## config.mk

```make
export PLATFORM = sky130hd
export DESIGN_NAME = alu_divider32_seq
export DESIGN_NICKNAME = d
export VERILOG_FILES = /design/src/rtl/alu_divider32_seq_pkg.sv /design/src/rtl/alu_divider32_seq_subtractor32.sv /design/src/rtl/alu_divider32_seq.sv
export SDC_FILE = /design/constraint.sdc
export NUM_CORES = 1
export LEC_CHECK = 0
export ABC_AREA = 1
export ABC_CLOCK_PERIOD_IN_PS = 2900
export CAP_MARGIN = 5
export CORE_MARGIN = 1
export CORE_UTILIZATION = 56
export CTS_CLUSTER_DIAMETER = 120
export CTS_CLUSTER_SIZE = 40
export DETAILED_ROUTE_END_ITERATION = 8
export PLACE_DENSITY = 0.91
export SLEW_MARGIN = 20
export SYNTH_ARGS = -nofsm -noshare
export SYNTH_HDL_FRONTEND = slang
export SYNTH_SLANG_ARGS = --single-unit
```

## constraint.sdc

```tcl
create_clock -name clk -period 2.9 [get_ports clk]
set_input_delay 0.58 -clock clk [delete_from_list [all_inputs] [get_ports clk]]
set_output_delay 0.58 -clock clk [all_outputs]
set_load 0.02 [all_outputs]
```

## src/rtl/alu_divider32_seq_pkg.sv

```systemverilog
// Shared ALU definitions for the sequential divider.
//   state_t          : divider control FSM states
//   ALU_WIDTH        : ALU datapath width
//   DIV_ZERO_QUOTIENT: quotient reported for a division by zero (all ones)
package alu_divider32_seq_pkg;

  localparam int unsigned ALU_WIDTH = 32;

  typedef enum logic [1:0] {
    S_IDLE = 2'd0,
    S_RUN  = 2'd1,
    S_DONE = 2'd2
  } state_t;

  localparam logic [ALU_WIDTH-1:0] DIV_ZERO_QUOTIENT = '1;

endpackage

```

## src/rtl/alu_divider32_seq_subtractor32.sv

```systemverilog
// 32-bit unsigned subtractor used for the divider's trial subtraction.
// Ports:
//   A, B  : operands
//   Diff  : A - B (modulo 2**32)
//   Bout  : borrow out, 1 when A < B (unsigned)
module subtractor32 (
  output logic        Bout,
  output logic [31:0] Diff,
  input  logic [31:0] A,
  input  logic [31:0] B
);

  assign {Bout, Diff} = {1'b0, A} - {1'b0, B};

endmodule

```

## src/rtl/alu_divider32_seq.sv

```systemverilog
// Multi-cycle unsigned restoring divider, one quotient bit per clock.
// Ports:
//   clk, rst           : clock, synchronous active-high reset
//   start              : request, sampled only while idle
//   dividend, divisor  : operands, captured when a start is accepted
//   busy               : high while iterating
//   done               : one-cycle pulse when results become valid
//   quotient/remainder : results, held until the next completion
//   div_zero           : divisor was zero for the finished operation
module alu_divider32_seq
  import alu_divider32_seq_pkg::*;
#(
  parameter int unsigned WIDTH = ALU_WIDTH,
  parameter int unsigned CNT_W = 6
) (
  input  logic             clk,
  input  logic             rst,
  input  logic             start,
  input  logic [WIDTH-1:0] dividend,
  input  logic [WIDTH-1:0] divisor,
  output logic             busy,
  output logic             done,
  output logic [WIDTH-1:0] quotient,
  output logic [WIDTH-1:0] remainder,
  output logic             div_zero
);

  state_t           state, state_next;
  logic [WIDTH-1:0] r_reg, q_reg, d_reg;
  logic [CNT_W-1:0] count;

  logic             msb;
  logic [WIDTH-1:0] rs, diff, r_next, q_next;
  logic             bout;
  logic             last_iter;

  // Shift the next dividend bit into the partial remainder. The bit shifted
  // out (msb) is the 33rd bit of the partial remainder: when set, Rs >= D is
  // guaranteed and the low 32 bits of the subtraction are still exact.
  assign msb = r_reg[WIDTH-1];
  assign rs  = {r_reg[WIDTH-2:0], q_reg[WIDTH-1]};

  subtractor32 u_sub (
    .Bout (bout),
    .Diff (diff),
    .A    (rs),
    .B    (d_reg)
  );

  always_comb begin
    r_next = rs;
    q_next = {q_reg[WIDTH-2:0], 1'b0};
    if (msb | ~bout) begin
      r_next    = diff;
      q_next[0] = 1'b1;
    end
  end

  assign last_iter = (count == CNT_W'(WIDTH - 1));

  always_comb begin
    state_next = state;
    busy       = 1'b0;
    done       = 1'b0;
    case (state)
      S_IDLE: begin
        if (start) begin
          state_next = (divisor == '0) ? S_DONE : S_RUN;
        end
      end
      S_RUN: begin
        busy = 1'b1;
        if (last_iter) begin
          state_next = S_DONE;
        end
      end
      S_DONE: begin
        done       = 1'b1;
        state_next = S_IDLE;
      end
      default: state_next = S_IDLE;
    endcase
  end

  always_ff @(posedge clk) begin
    if (rst) begin
      state     <= S_IDLE;
      r_reg     <= '0;
      q_reg     <= '0;
      d_reg     <= '0;
      count     <= '0;
      quotient  <= '0;
      remainder <= '0;
      div_zero  <= 1'b0;
    end else begin
      state <= state_next;
      case (state)
        S_IDLE: begin
          if (start) begin
            r_reg    <= '0;
            q_reg    <= dividend;
            d_reg    <= divisor;
            count    <= '0;
            div_zero <= (divisor == '0);
            if (divisor == '0) begin
              quotient  <= DIV_ZERO_QUOTIENT;
              remainder <= dividend;
            end
          end
        end
        S_RUN: begin
          r_reg <= r_next;
          q_reg <= q_next;
          count <= count + CNT_W'(1);
          if (last_iter) begin
            quotient  <= q_next;
            remainder <= r_next;
          end
        end
        default: ;
      endcase
    end
  end

endmodule

```

; ---- After elaboration in Yosys (flattened, before gate mapping)
; Index checks and enable logic that the tools add are counted.
[totals]
mem_bits_ro = 0
latch_bits = 0
mem_count = 0
mem_bits_rw = 0
in_bits = 67
register_bits = 169
[op_classes]
n_mux = 22
mul = 0
bitwise_logic = 2
eq_ne = 6
reduce_logical = 7
addsub = 2
n_shift = 0
order_cmp = 0
n_div = 0
[ops]
columns = cell, n
row1 = 2-to-1 mux 32 bit, 9
row2 = one-hot mux 32 bit (2 select lines), 4
row3 = subtractor 32 x 32 -> 33 bit, 1
row4 = zero test 32 bit, 1
row5 = one-hot mux 6 bit (2 select lines), 1
row6 = "adder 6 x 1 -> 6 bit, second input constant", 1
row7 = "equality test 6 x 5 -> 1 bit, second input constant", 1
row8 = 2-to-1 mux 2 bit, 3
row9 = 2-to-1 mux 6 bit, 1
row10 = "inequality test 2 bit, second input constant", 3
row11 = AND reduction 2 bit, 3
row12 = one-hot mux 2 bit (2 select lines), 1
row13 = AND reduction 4 bit, 1
row14 = 2-to-1 mux 1 bit, 3
row15 = "equality test 2 x 1 -> 1 bit, second input constant", 1
row16 = "equality test 2 bit, second input constant", 1
row17 = zero test 2 bit, 1
row18 = nonzero test 2 bit, 1
row19 = inverter 1 bit, 1
row20 = bitwise OR 1 bit, 1

; ---- Longest topological paths before layout
; Gate-level depths: netlist of run 1.
[logic_depth]
ltp_word = 6
depth_mapped = 19
mapped_depth_nobuf = 18

; ---- By module
; From an unflattened synthesis of run 1, not the netlist that was laid out.
[unflattened]
cells_unflattened = 1525
hier_area_um2 = 9656.8
[modules_own_cells]
columns = module, cells_per_inst, instances, area_each_um2
row1 = alu_divider32_seq, 975, 1, 7045.5
row2 = subtractor32, 550, 1, 2611.3

; ---- Least setup slack after synthesis of run 1
; OpenSTA, ideal clock, no wires.
[synth_timing]
path_type = flip-flop to flip-flop
startpoint = register q_reg[31]
endpoint = register r_reg[10]
setup_ps = 57
t_arrival_ps = 2140
stages_incl_launch_ff = 20
path_slack_ps = 703
required_time_ps = 2843
n_path_buf = 1
cell_sequence = dfxtp_1 > inv_1 > ha_1 > fa_1 > inv_1 > nand2_1 > nand2_1 > nand3_1 > nand2_2 > nand2_2 > nand2_2 > nand2_2 > nand2_2 > nand2_4 > nor2_8 > buf_6 > nand2_2 > nand3_1 > nand2_1 > inv_1
[synth_between]
elab_chain_cells = 5
[synth_lines]
columns = item, line
row1 = from (decl), alu_divider32_seq.sv:29  ; logic [WIDTH-1:0] r_reg, q_reg, d_reg;
row2 = from (signal assigned), alu_divider32_seq.sv:101  ; q_reg <= dividend;
row3 = from (signal assigned), alu_divider32_seq.sv:113  ; q_reg <= q_next;
row4 = subtractor 32 x 32 -> 33 bit (*), alu_divider32_seq_subtractor32.sv:13  ; assign {Bout, Diff} = {1'b0, A} - {1'b0, B};
row5 = inverter 1 bit, alu_divider32_seq.sv:53  ; if (msb | ~bout) begin
row6 = bitwise OR 1 bit, alu_divider32_seq.sv:53
row7 = 2-to-1 mux 32 bit (*), alu_divider32_seq.sv:53
row8 = one-hot mux 32 bit (2 select lines) (*), alu_divider32_seq.sv:97  ; case (state)
row9 = to (signal assigned), alu_divider32_seq.sv:112  ; r_reg <= r_next;
row10 = to (decl), alu_divider32_seq.sv:29
; Mark *: on every way between the ends. The rest lies on a longest branch, timed or not.
; A chain may end at the register's enable or synchronous reset.

; ---- Final worst setup path of run 1
[layout_timing]
startpoint = register q_reg[31]
endpoint = register r_reg[12]
; Same word-level chain as after synthesis.

==> impl_metrics.tcl, run 1 <==
set metrics [dict create \
    status "complete, no violations" \
    route.vias.total 10260 \
    min_period_over_period 0.9377 \
    detail_route.wl_per_cell_microns 14.10 \
    powerDensity_nw_per_um2 502.7 \
    rsz0062_at_grt "false" \
    cp_common_cell "nand2_2" \
    synth-main-ff-cell "dfxtp_1" \
    fin_ws_ns 0.1807 \
    synth_top_area_frac 0.3401 \
    grtUsageTotal 0.3053 \
    slew_headroom 0.5332 \
    reg2reg_depth 18 \
    avgSynthCellArea_sq_um 6.218 \
    maxCapViolCount 0 \
    cts_resized 0 \
    clock-root-buffer "clkbuf_16" \
    cts_setup_buffers 0 \
    synth_common_cells "nand2_1 (390), inv_1 (339), dfxtp_1 (169)" \
    p_leak_nw 5.991 \
    synth.net_count 1701 \
    cts_sinks 169 \
    grt-ovfl-total 0 \
    clockBufferDepth 2 \
    antennaDiodeCount 0 \
    cp_data_arrival_time_ns 3.05 \
    coreArea_sq_um 17300 \
    yosysTopAreaCell "dfxtp_1" \
    grt_pass1_vias 9095 \
    fmax_ghz 0.3677 \
    clkTransAtPathRegs_ns 0.07 \
    wl_microns 27340 \
    setup_viol 0 \
    worstSetupPathDepth 18 \
    cp-start-kind "flop" \
    synthesis.instances 1600 \
    clock_latency_ns 0.44 \
    drc 0 \
    min_path_cells 2 \
    synth_cell_types 36 \
    antenna_found_initial 0 \
    htreeDepth 4 \
    num_rows 48 \
    path_cells "inv_1 -> ha_1 -> fa_1 -> inv_1 -> nand2_1 -> nand2_1 -> nand3_1 -> nand2_2 -> nand2_2 -> nand2_2 -> nand2_2 -> nand2_2 -> nand2_4 -> buf_4 -> nand3_1 -> nand3_1 -> nand2_1 -> inv_1" \
    fin_setup_tns_ns 0 \
    criticalPathCategory "reg2reg" \
    ant_nets 0 \
    final_nets 1802 \
    postCtsHoldBufs 0 \
    yosys.cell_count.top_type "nand2_1" \
    peakVddDrop_mv 0.4545 \
    die-height_microns 135.3 \
    yosys_warnings 0 \
    slowest_delay_ns 0.42 \
    drt-pass1-iter-count 5 \
    port_buffers 133 \
    hold_viol_final 0 \
    syn_area_sq_um 9948 \
    gp_congestion 0.9189 \
    numCtsBuffers 17 \
    tritoncts "built" \
    die_area_sq_um 18300 \
    die_w_microns 135.3 \
    grt_start_max_net_pins 130 \
    synth_edf_count 0 \
    drtIter0Drc 1097 \
    end_kind "flop" \
    dpl.hpwl_microns 20350 \
    ys_ff_latch 169 \
    initial_core_util 0.5752 \
    slew_viol_final 0 \
    synthTopCellsByArea "dfxtp_1 (34%), nand2_1 (15%), inv_1 (13%)" \
    worst_pin_slew_ns 0.6991 \
    required_ns 3.23 \
    grt_pass1_wl_microns 43860 \
    ys_async_sr_fraction 0 \
    avgViaCountPerCell 5.292 \
    hold_class "reg2reg" \
    cp_top_family "simple AND/OR/NAND/NOR gates" \
    min_period_ns 2.719 \
    critPathBufInv 4 \
    worstPathMaxFanout 33 \
    finalClockSkew_ns 0.008934 \
    ys_seq_area_frac 0.3401 \
    ioPinCount 134 \
    crit_slowest_cell "fa_1" \
    dp_slack_ns 0.04628 \
    drive_above_1_share 0.04492 \
    syn2layout_area_growth_pct 20.63 \
]
==> final cells by class <==
cell class              instances  area [sq um]
fillers                      1488          5296
multi-input cells            1023          5001
flip-flops and latches        169          3383
repair buffers                148          1464
inverters                     342          1284
clock buffers                  18         429.2
well taps                     225         281.5
clock inverters                14         157.7
==> path summary, 6_finish.rpt <==
path | from | endpoint | slack, ns
worst max-delay path | q_reg[31] | r_reg[12] | 0.18
worst min-delay path | quotient[4] | quotient[4] | 0.45
worst max register to register | q_reg[31] | r_reg[12] | 0.18
worst min register to register | quotient[4] | quotient[4] | 0.45
==> report_power, final <==
part	total [mW]	internal, mW	switching, mW
registers	2.53	2.46	0.0713
logic	1.22	0.439	0.781
clock network	2.28	1.22	1.06
==> logic make-up after synthesis <==
| logic type | count (synthesis) | synth area share |
|---|---|---|
| flops | 169 | 0.3401 |
| compound gates | 257 | 0.1416 |
| simple gates | 717 | 0.3030 |
| fa+ha+maj | 34 | 0.04352 |
| buf+inv | 408 | 0.1586 |
| xor+xnor | 15 | 0.01321 |
==> metal layers <==
metal	up-vias	part of all wire	track usage
met4	0	0.033	0.1311
met5	-	0	0
met1	4561	0.44	0.4154
met3	73	0.079	0.04190
li1	5137	-	-
met2	490	0.45	0.4823
==> layout by cell type, fill, tap and decap left out, drive strengths merged <==
master / n
xor2: 14
o21ai: 67
clkinvlp: 3
or2: 10
a21oi: 153
nand3b: 3
nor3: 12
clkbuf: 18
bufinv: 1
a211oi: 2
nand2: 407
clkdlybuf4s50: 132
nand4: 8
o2111a: 7
xnor2: 1
a31oi: 1
inv: 349
nand3: 130
dfxtp: 169
clkinv: 3
buf: 16
o21bai: 3
o211ai: 17
o21a: 7
nor2: 142
and2: 5
fa: 1
ha: 33
==> worst min-delay path: stages (launching register included) <==
cell and delay (ns):
dfxtp_1 0.31, inv_1 0.05, a21oi_1 0.05
==> per-stage QoR <==
stage	instances	hold slack (ns)	instance area [sq um]	total power [mW]	util
floorplan	1600	0.4244	9948	3.357	-
global placement	1907	0.4307	11410	3.753	0.6599
detailed placement	1907	0.4348	11410	3.779	0.6599
CTS	1939	0.4452	12000	6.024	0.6938
global route	1939	0.4554	12000	6.301	0.6938
finish	1939	0.4464	12000	6.033	0.6938
(Power assumes the default switching activity.)
==> run 2: changes to the inputs <==
--- a/config.mk
+++ b/config.mk
@@ -14,6 +14,7 @@
 export CTS_CLUSTER_SIZE = 40
 export DETAILED_ROUTE_END_ITERATION = 8
 export PLACE_DENSITY = 0.91
+export RECOVER_POWER = 100
 export SLEW_MARGIN = 20
 export SYNTH_ARGS = -nofsm -noshare
 export SYNTH_HDL_FRONTEND = slang
==> impl_metrics.tcl, run 2 (synthesized netlist as in run 1, its figures left out) <==
set metrics [dict create \
    cp-start-kind "flop" \
    coreArea_sq_um 17300 \
    crit_slowest_cell "fa_1" \
    postCtsHoldBufs 0 \
    regArea_sq_um 3383 \
    reg2reg_depth 19 \
    cp_top_family "simple AND/OR/NAND/NOR gates" \
    antennaDiodeCount 0 \
    setup_viol 0 \
    antenna_found_initial 0 \
    wl_microns 27350 \
    hold_viol_final 0 \
    min_period_over_period 0.9398 \
    ioPinCount 134 \
    status "complete, no violations" \
    required_ns 3.28 \
    cp_common_cell "nand2_2" \
    htreeDepth 4 \
    drive_above_1_share 0.04084 \
    finalClockSkew_ns 0.009153 \
    min_path_cells 2 \
    stdcell_area_sq_um 11960 \
    final_common_cell "nand2_1" \
    gp_congestion 0.9189 \
    worstPathMaxFanout 7 \
    route.vias.total 10210 \
    path_cells "inv_1 -> ha_1 -> fa_1 -> inv_1 -> nand2_1 -> nand2_1 -> nand3_1 -> nand2_2 -> nand2_2 -> nand2_2 -> nand2_2 -> nand2_2 -> nand2_4 -> nor2_8 -> clkbuf_4 -> nand2_1 -> nand3_1 -> nand2_1 -> inv_1" \
    num_rows 48 \
    dpl_cell_area_sq_um 11410 \
    ant_nets 0 \
    clkTransAtPathRegs_ns 0.07 \
    cts_resized 0 \
    multiInputGateArea_sq_um 4977 \
    grt_start_max_net_pins 130 \
    cts_sinks 169 \
    grt_pass1_wl_microns 43860 \
    drt-pass1-iter-count 9 \
    drtIter0Drc 1087 \
    die_area_sq_um 18300 \
    rsz0062_at_grt "false" \
    powerDensity_nw_per_um2 501.9 \
    min_period_ns 2.725 \
    slew_viol_final 0 \
    die-height_microns 135.3 \
    p_leak_nw 6.199 \
    tritoncts "built" \
    criticalPathCategory "reg2reg" \
    slew_headroom 0.06703 \
    final_nets 1802 \
    drc 0 \
    worstSetupPathDepth 19 \
    worst_pin_slew_ns 1.399 \
    port_buffers 133 \
    critPathBufInv 4 \
    fillCellCount 1497 \
    grtUsageTotal 0.3053 \
    cts_setup_buffers 0 \
    clockBufferDepth 2 \
    fmax_ghz 0.3669 \
    die_w_microns 135.3 \
    hold_class "reg2reg" \
    grt-ovfl-total 0 \
    clock-root-buffer "clkbuf_16" \
    slowest_delay_ns 0.42 \
    numCtsBuffers 17 \
    dpl.hpwl_microns 20350 \
    final_cell_mix "nand2_1 (391), inv_1 (340), dfxtp_1 (169), a21oi_1 (153), nor2_1 (139)" \
    avgViaCountPerCell 5.264 \
    initial_core_util 0.5752 \
    end_kind "flop" \
    fin_setup_tns_ns 0 \
    maxCapViolCount 0 \
    grt_pass1_vias 9095 \
    syn2layout_area_growth_pct 20.20 \
    cp_data_arrival_time_ns 3.10 \
    detail_route.wl_per_cell_microns 14.10 \
    peakVddDrop_mv 0.4360 \
    clock_latency_ns 0.44 \
]
[run 2: final cells by class]
class	count	share of cell area
Timing Repair Buffer	148	0.1209
Sequential cell	169	0.2829
Inverter	342	0.1074
Multi-Input combinational cell	1023	0.4162
Tap cell	225	0.02354
Clock buffer	18	0.03589
Clock inverter	14	0.01318
[run 2: report_power, final]
group	internal, mW	switching [mW]	total, mW	leakage [nW]
sequential	2.46	0.0683	2.53	1.38
combinational	0.416	0.776	1.19	4.54
clock	1.22	1.06	2.28	0.278
total	4.10	1.90	6.00	6.20
[run 2: worst paths after layout]
check / from / end / slack (ns)
setup / recovery: q_reg[31] / r_reg[1] / 0.17
hold / removal: quotient[4] / quotient[4] / 0.44
setup reg to reg: q_reg[31] / r_reg[1] / 0.17
hold reg to reg: quotient[4] / quotient[4] / 0.44
[run 2: metal layers]
| metal | vias to the layer above | track usage | share of wire |
|---|---|---|---|
| met1 | 4526 | 0.4154 | 0.44 |
| met2 | 474 | 0.4823 | 0.45 |
| met3 | 66 | 0.04190 | 0.084 |
| met5 | - | 0 | 0 |
| met4 | 0 | 0.1311 | 0.032 |
| li1 | 5140 | - | - |
[run 2: tightest hold or removal path, stage by stage, from the launching register on]
cell	delay [ns]
dfxtp_1	0.31
inv_1	0.05
a21oi_1	0.05
[run 2: stage by stage]
step,util,total power [mW],setup slack (ns),hold slack [ns],std cells
after detailed placement,0.6599,3.779,0.04628,0.4348,1907
after CTS,0.6938,6.024,0.2174,0.4452,1939
after floorplan,-,3.357,0.7029,0.4244,1600
after global placement,0.6599,3.753,0.09527,0.4307,1907
final,0.6913,6.002,0.1747,0.4433,1939
after global routing,0.6913,6.270,0.01255,0.4525,1939
